File: config.mk
export PLATFORM = sky130hd
export DESIGN_NAME = vga_sync
export DESIGN_NICKNAME = d
export VERILOG_FILES = /design/src/rtl/vga_timing_pkg.sv /design/src/rtl/sync_delay.sv /design/src/rtl/vga_sync.sv
export SDC_FILE = /design/constraint.sdc
export NUM_CORES = 1
export LEC_CHECK = 0
export ABC_AREA = 0
export CELL_PAD_IN_SITES_DETAIL_PLACEMENT = 0
export CELL_PAD_IN_SITES_GLOBAL_PLACEMENT = 2
export CORE_UTILIZATION = 30
export DETAILED_ROUTE_END_ITERATION = 7
export HOLD_SLACK_MARGIN = 0.05
export PLACE_DENSITY_LB_ADDON = 0.1
export SLEW_MARGIN = 10
export SYNTH_ARGS = -nofsm -noshare
export SYNTH_HDL_FRONTEND = slang
export SYNTH_SLANG_ARGS = --single-unit
File: constraint.sdc
create_clock -name clk -period 2.2 [get_ports clk]
set_input_delay 0.55 -clock clk [delete_from_list [all_inputs] [get_ports clk]]
set_output_delay 0.55 -clock clk [all_outputs]
set_load 0.1 [all_outputs]
File: src/rtl/vga_timing_pkg.sv
`default_nettype none
// ============================================================================
//  Module   : vga_timing_pkg
//  Purpose  : 640x480@60 timing defaults, sync-bus type and 3-bit colour codes
//  Revision : 1.0 - initial release
// ============================================================================
package vga_timing_pkg;

   localparam int CNT_W = 10;

   localparam int DEF_H_ACTIVE = 640;
   localparam int DEF_H_FP     = 16;
   localparam int DEF_H_SYNC   = 96;
   localparam int DEF_H_BP     = 48;
   localparam int DEF_V_ACTIVE = 480;
   localparam int DEF_V_FP     = 10;
   localparam int DEF_V_SYNC   = 2;
   localparam int DEF_V_BP     = 33;

   localparam int DEF_H_TOTAL  = DEF_H_ACTIVE + DEF_H_FP + DEF_H_SYNC + DEF_H_BP;
   localparam int DEF_V_TOTAL  = DEF_V_ACTIVE + DEF_V_FP + DEF_V_SYNC + DEF_V_BP;
   localparam int DEF_HS_FIRST = DEF_H_ACTIVE + DEF_H_FP;
   localparam int DEF_HS_LAST  = DEF_HS_FIRST + DEF_H_SYNC - 1;
   localparam int DEF_VS_FIRST = DEF_V_ACTIVE + DEF_V_FP;
   localparam int DEF_VS_LAST  = DEF_VS_FIRST + DEF_V_SYNC - 1;

   // Colour bits are {R,G,B}, matching the connector pin order.
   typedef logic [2:0] color_t;
   localparam color_t BLACK   = 3'b000;
   localparam color_t BLUE    = 3'b001;
   localparam color_t GREEN   = 3'b010;
   localparam color_t CYAN    = 3'b011;
   localparam color_t RED     = 3'b100;
   localparam color_t MAGENTA = 3'b101;
   localparam color_t YELLOW  = 3'b110;
   localparam color_t WHITE   = 3'b111;

   typedef struct packed {
      logic hsync;
      logic vsync;
      logic active;
   } sync_bus_t;

   function automatic logic sync_level(input logic pol, input logic asserted);
      return asserted ? pol : ~pol;
   endfunction

   function automatic logic in_window(input logic [CNT_W-1:0] v,
                                      input logic [CNT_W-1:0] lo,
                                      input logic [CNT_W-1:0] hi);
      return (v >= lo) && (v <= hi);
   endfunction

endpackage
`default_nettype wire

File: src/rtl/sync_delay.sv
`default_nettype none
// ============================================================================
//  Module   : sync_delay
//  Purpose  : WIDTH x DEPTH shift register, async active-low clear, DEPTH=0 bypass
//  Revision : 1.0 - initial release
// ============================================================================
module sync_delay #(
   parameter int               WIDTH   = 1,
   parameter int               DEPTH   = 1,
   parameter logic [WIDTH-1:0] RST_VAL = '0
) (
   input  logic             clk,
   input  logic             rst_n,
   input  logic [WIDTH-1:0] d_i,
   output logic [WIDTH-1:0] q_o
);

   generate
      if (DEPTH == 0) begin : g_bypass
         logic unused_clk_rst;
         assign unused_clk_rst = clk ^ rst_n;
         assign q_o            = d_i;
      end else begin : g_shift
         logic [WIDTH-1:0] stage_q [DEPTH];

         always_ff @(posedge clk or negedge rst_n) begin
            if (!rst_n) begin
               for (int i = 0; i < DEPTH; i++) begin
                  stage_q[i] <= RST_VAL;
               end
            end else begin
               stage_q[0] <= d_i;
               for (int i = 1; i < DEPTH; i++) begin
                  stage_q[i] <= stage_q[i-1];
               end
            end
         end

         assign q_o = stage_q[DEPTH-1];
      end
   endgenerate

endmodule
`default_nettype wire

File: src/rtl/vga_sync.sv
`default_nettype none
// ============================================================================
//  Module   : vga_sync
//  Purpose  : VGA raster counters, frame pulse, latency-matched sync and blanked RGB
//  Revision : 1.0 - initial release
// ============================================================================
module vga_sync
   import vga_timing_pkg::*;
#(
   parameter int   H_ACTIVE    = DEF_H_ACTIVE,
   parameter int   H_FP        = DEF_H_FP,
   parameter int   H_SYNC      = DEF_H_SYNC,
   parameter int   H_BP        = DEF_H_BP,
   parameter int   V_ACTIVE    = DEF_V_ACTIVE,
   parameter int   V_FP        = DEF_V_FP,
   parameter int   V_SYNC      = DEF_V_SYNC,
   parameter int   V_BP        = DEF_V_BP,
   parameter logic SYNC_POL    = 1'b0,
   parameter int   PIX_LATENCY = 1
) (
   input  logic             clk,
   input  logic             clr,
   output logic [CNT_W-1:0] x_px,
   output logic [CNT_W-1:0] y_px,
   input  logic [2:0]       color_px,
   output logic             frame_start,
   output logic             activevideo,
   output logic             hsync,
   output logic             vsync,
   output logic [2:0]       rgb
);

   localparam int H_TOTAL = H_ACTIVE + H_FP + H_SYNC + H_BP;
   localparam int V_TOTAL = V_ACTIVE + V_FP + V_SYNC + V_BP;

   localparam logic [CNT_W-1:0] H_LAST   = CNT_W'(H_TOTAL - 1);
   localparam logic [CNT_W-1:0] V_LAST   = CNT_W'(V_TOTAL - 1);
   localparam logic [CNT_W-1:0] H_VIS    = CNT_W'(H_ACTIVE);
   localparam logic [CNT_W-1:0] V_VIS    = CNT_W'(V_ACTIVE);
   localparam logic [CNT_W-1:0] HS_FIRST = CNT_W'(H_ACTIVE + H_FP);
   localparam logic [CNT_W-1:0] HS_LAST  = CNT_W'(H_ACTIVE + H_FP + H_SYNC - 1);
   localparam logic [CNT_W-1:0] VS_FIRST = CNT_W'(V_ACTIVE + V_FP);
   localparam logic [CNT_W-1:0] VS_LAST  = CNT_W'(V_ACTIVE + V_FP + V_SYNC - 1);

   localparam sync_bus_t DLY_RST = '{hsync: ~SYNC_POL, vsync: ~SYNC_POL, active: 1'b0};

   generate
      if (H_TOTAL < 1 || H_TOTAL > (1 << CNT_W)) begin : g_bad_h_timing
         $error("vga_sync: horizontal timing total %0d does not fit the counter", H_TOTAL);
      end
      if (V_TOTAL < 1 || V_TOTAL > (1 << CNT_W)) begin : g_bad_v_timing
         $error("vga_sync: vertical timing total %0d does not fit the counter", V_TOTAL);
      end
      if (PIX_LATENCY < 0 || PIX_LATENCY > 4) begin : g_bad_latency
         $error("vga_sync: PIX_LATENCY %0d outside 0..4", PIX_LATENCY);
      end
   endgenerate

   logic [CNT_W-1:0] hc_q, hc_d;
   logic [CNT_W-1:0] vc_q, vc_d;
   logic             frame_start_q, frame_start_d;
   logic             hsync_q, vsync_q;
   color_t           rgb_q, rgb_d;
   logic             rst_n;
   sync_bus_t        raw_bus;
   sync_bus_t        dly_bus;

   assign rst_n = clr;

   always_comb begin
      hc_d          = hc_q + CNT_W'(1);
      vc_d          = vc_q;
      frame_start_d = 1'b0;
      if (hc_q == H_LAST) begin
         hc_d = '0;
         if (vc_q == V_LAST) begin
            vc_d          = '0;
            frame_start_d = 1'b1;
         end else begin
            vc_d = vc_q + CNT_W'(1);
         end
      end
   end

   always_ff @(posedge clk or negedge rst_n) begin
      if (!rst_n) begin
         hc_q          <= '0;
         vc_q          <= '0;
         frame_start_q <= 1'b0;
      end else begin
         hc_q          <= hc_d;
         vc_q          <= vc_d;
         frame_start_q <= frame_start_d;
      end
   end

   always_comb begin
      raw_bus        = DLY_RST;
      raw_bus.hsync  = sync_level(SYNC_POL, in_window(hc_q, HS_FIRST, HS_LAST));
      raw_bus.vsync  = sync_level(SYNC_POL, in_window(vc_q, VS_FIRST, VS_LAST));
      raw_bus.active = (hc_q < H_VIS) && (vc_q < V_VIS);
   end

   // Aligns sync and visibility with the colour returned by the logo stage.
   sync_delay #(
      .WIDTH   ($bits(sync_bus_t)),
      .DEPTH   (PIX_LATENCY),
      .RST_VAL (DLY_RST)
   ) u_sync_delay (
      .clk   (clk),
      .rst_n (rst_n),
      .d_i   (raw_bus),
      .q_o   (dly_bus)
   );

   always_comb begin
      rgb_d = BLACK;
      if (dly_bus.active) begin
         rgb_d = color_px;
      end
   end

   always_ff @(posedge clk or negedge rst_n) begin
      if (!rst_n) begin
         hsync_q <= ~SYNC_POL;
         vsync_q <= ~SYNC_POL;
         rgb_q   <= BLACK;
      end else begin
         hsync_q <= dly_bus.hsync;
         vsync_q <= dly_bus.vsync;
         rgb_q   <= rgb_d;
      end
   end

   assign x_px        = hc_q;
   assign y_px        = vc_q;
   assign activevideo = raw_bus.active;
   assign frame_start = frame_start_q;
   assign hsync       = hsync_q;
   assign vsync       = vsync_q;
   assign rgb         = rgb_q;

endmodule
`default_nettype wire

==> results <==
-- cell type report --
class	instances	area, um^2	share of cell area (%)
clock buffer	8	90.1	4.93
multi-input combinational	90	572	31.3
tap	50	62.6	3.42
sequential	29	748	41.0
inverter	7	26.3	1.44
timing repair buffer	34	328	17.9
-- metrics by stage --
stage | hold WS, ns | setup WS, ns | std cells
2_1_floorplan | 0.254 | -0.0797 | 127
3_3_place_gp | 0.346 | 0.166 | 210
3_5_place_dp | 0.347 | 0.129 | 210
4_1_cts | 0.356 | 0.110 | 218
5_1_grt | 0.364 | 0.0608 | 218
6_report | 0.355 | 0.123 | 218
-- power by group through the flow --
stage               clock network (mW)  registers, mW  logic [mW]
global placement                     0          0.547      0.0471
detailed placement                   0          0.547      0.0474
global route                     0.484          0.537      0.0504
finish                           0.440          0.537      0.0463
floorplan                            0          0.568     0.00186
CTS                              0.461          0.537      0.0476
-- worst paths after layout --
check / start / to / slack [ns] / cells after the start
worst max-delay path: x_px[6] / y_px[9] / 0.12 / 4
worst min-delay path: u_sync_delay.q_o[2] / hsync / 0.35 / 0
worst max register to register: x_px[6] / y_px[9] / 0.12 / 4
worst min register to register: u_sync_delay.q_o[2] / hsync / 0.35 / 0
max in group asynchronous: clr / u_sync_delay.q_o[2] / 1.21 / 2
min in group asynchronous: clr / u_sync_delay.q_o[0] / 0.68 / 2
-- cell families after synthesis --
| logic type | count (synthesis) | synth area share (%) |
|---|---|---|
| AO/OA/AOI/OAI | 17 | 7.10 |
| XOR/XNOR | 9 | 5.89 |
| adder cells (fa/ha/maj) | 5 | 4.67 |
| buffers and inverters | 8 | 2.80 |
| flip-flops | 29 | 54.6 |
| AND/OR/NAND/NOR | 59 | 25.0 |
-- layout by cell type, fill, tap and decap left out, types with 2 or more instances in the layout --
master	n
buf_4	25
nor3_1	7
nand4_1	5
a21oi_1	5
nand2b_1	2
nand2_1	10
and2_1	4
buf_12	5
xor2_1	5
inv_1	7
clkbuf_1	2
nand3_1	11
or3_1	2
ha_1	5
nor2_1	5
clkdlybuf4s50_1	4
and3_1	2
dfrtp_2	11
o21ai_0	7
dfrtp_1	13
dfstp_2	4
clkbuf_8	6
xnor2_1	4
-- critical path, stage by stage (launching register included) --
cell and delay [ns]:
dfrtp_4 0.52, or4b_4 0.53, or3_4 0.41, or4_1 0.47, o21ai_1 0.08
-- flip-flops by register name, summed over array words and instances, names as in the netlist --
signal / count
frame_start: 1
hsync: 1
rgb: 3
u_sync_delay.q_o: 3
vsync: 1
x_px: 10
y_px: 10
-- layer usage --
metal | part of all wire, % | global-route usage (%)
met1 | 49 | 22.0
met2 | 44 | 21.8
met4 | 1.4 | 5.36
met3 | 5.4 | 4.61
met5 | 0 | 0
==> metrics.md <==
| Metric | Value |
|---|---|
| DPL Wire Length | 2.12 mm |
| Kind of start point of the critical path | flip-flop |
| Most used standard cells in the synthesized netlist | 25 x dfrtp_1, 11 x nand3_1, 10 x nand2_1 |
| Net Switching | 0.220 mW |
| Largest net degree at the start of global routing | 30 |
| Sequential fraction of the synthesis area | 54.6% |
| Post-synthesis cell type with the largest combined area | dfrtp_1 |
| Headroom to the max-slew limit | 72.4% |
| Static leakage | 0.791 nW |
| Register bit total from synthesis | 29 |
| Clock transition time at the flip-flop clock pins of the worst setup and hold paths | 0.06 ns |
| Clk sink count | 29 |
| Cell count after synthesis | 127 |
| Instance area at placement | 0.00174 mm^2 |
| Most used flip-flop cell after synthesis | dfrtp_1 |
| Insertion delay to the later sink of the worst-skew pair | 0.27 ns |
| Design Power | 1.02 mW |
| Max cap viols | 0 |
| Row count | 23 |
| Design Area, Final | 0.00183 mm^2 |
| Fraction of layout instances using a drive strength above 1 | 34.5% |
| Initial standard-cell utilization of the core | 32.3% |
| Clock skew after layout | 0.00303 ns |
| Period utilisation layout | 94.4% |
| DRC violations left | 0 |
| Arrival time at the worst endpoint | 2.27 ns |
| Endpoint type of the worst setup path | flip-flop |
| Async set-or-reset flop fraction in the synthesized netlist | 100% |
| Number of nets with antenna violations after routing | 0 |
| Number of DRC markers in iteration 0 | 69 |
| Number of hold buffers added after CTS | 0 |
| Maximum vdd drop | 0.298 mV |
| Power per Cell Area | 560 mW/mm^2 |
| Worst-path fanout max | 8 |
| Share of total power consumed by net switching | 21.5% |
| Largest cells by area after synthesis | dfrtp_1 47%, dfstp_2 7.9%, ha_1 4.7% |
| Slew at the pin with the worst max-slew slack | 0.410 ns |
| Number of top-level pins | 32 |
| Final number of setup-violating endpoints | 0 |
| Wire length of the first global-routing pass | 5.24 mm |
| Setup repair after global routing missed its margin | false |
| Post-CTS setup buffer count | 0 |
| Top-count cell post-synth | dfrtp_1 |
| Aggregate global-route resource usage | 15.4% |
| Fillers | 420 |
| Number of flops mapped to enable cells by yosys | 0 |
| Outcome | finished, final reports clean |
| Summed instance area of the synthesized netlist | 0.00134 mm^2 |
| Routed wire length | 3.11 mm |
| Final hold violation count | 0 |
| Worst min path class | flip-flop to flip-flop |
| Initial antenna violation count | 0 |
| ANT cells | 0 |
| Die Area | 0.00473 mm^2 |
| Area growth from synthesis to final layout | 36.4% |
| Internal power | 0.803 mW |
| Number of distinct library cells after synthesis | 33 |
| H-tree levels | 2 |
| Net count of the finished layout | 177 |
| Die H | 68.8 um |
| Overflow left after global routing | 0 |
| Via count of the routed design | 1,094 |
| Clock buffer count from CTS | 5 |
| Max-slew violation total from the final report | 0 |
| Achievable frequency | 482 MHz |
| Routability Congestion | 0.808 |
| Category of the critical setup timing path | flip-flop to flip-flop |
| Count of input and output buffers | 31 |
| Required time at the endpoint of the critical path | 2.40 ns |
| TritonCTS clock tree | done |
| Part of the power in the clock network | 43.0% |
| Number of global-route vias before repair | 1,044 |
| Proportion of netlist area held by the largest area contributor | 46.7% |
| Detail-routed via count per cell | 5.02 |
| Mean area per synthesized cell | 10.5 um^2 |
| Synth warn | 0 |
| Core area | 0.00414 mm^2 |
| Net count after synthesis | 137 |
| Sum of negative setup slack | 0 ns |
| Period minus WS final | 2.08 ns |
| Die X | 68.8 um |
| Maximum clock insertion buffer count | 2 |
| Buffer cell driving the clock tree root | clkbuf_8 |
| Power share of the combinational group | 4.5% |
| Routed len/inst | 14.2 um |
| DRT Pass-1 Iters | 4 |
| Count of cells resized by post-cts repair | 0 |
| Part of the total power dissipated in sequential elements | 52.5% |
| Layout Utilization | 44.1% |
Power figures use the tool's default switching activity.
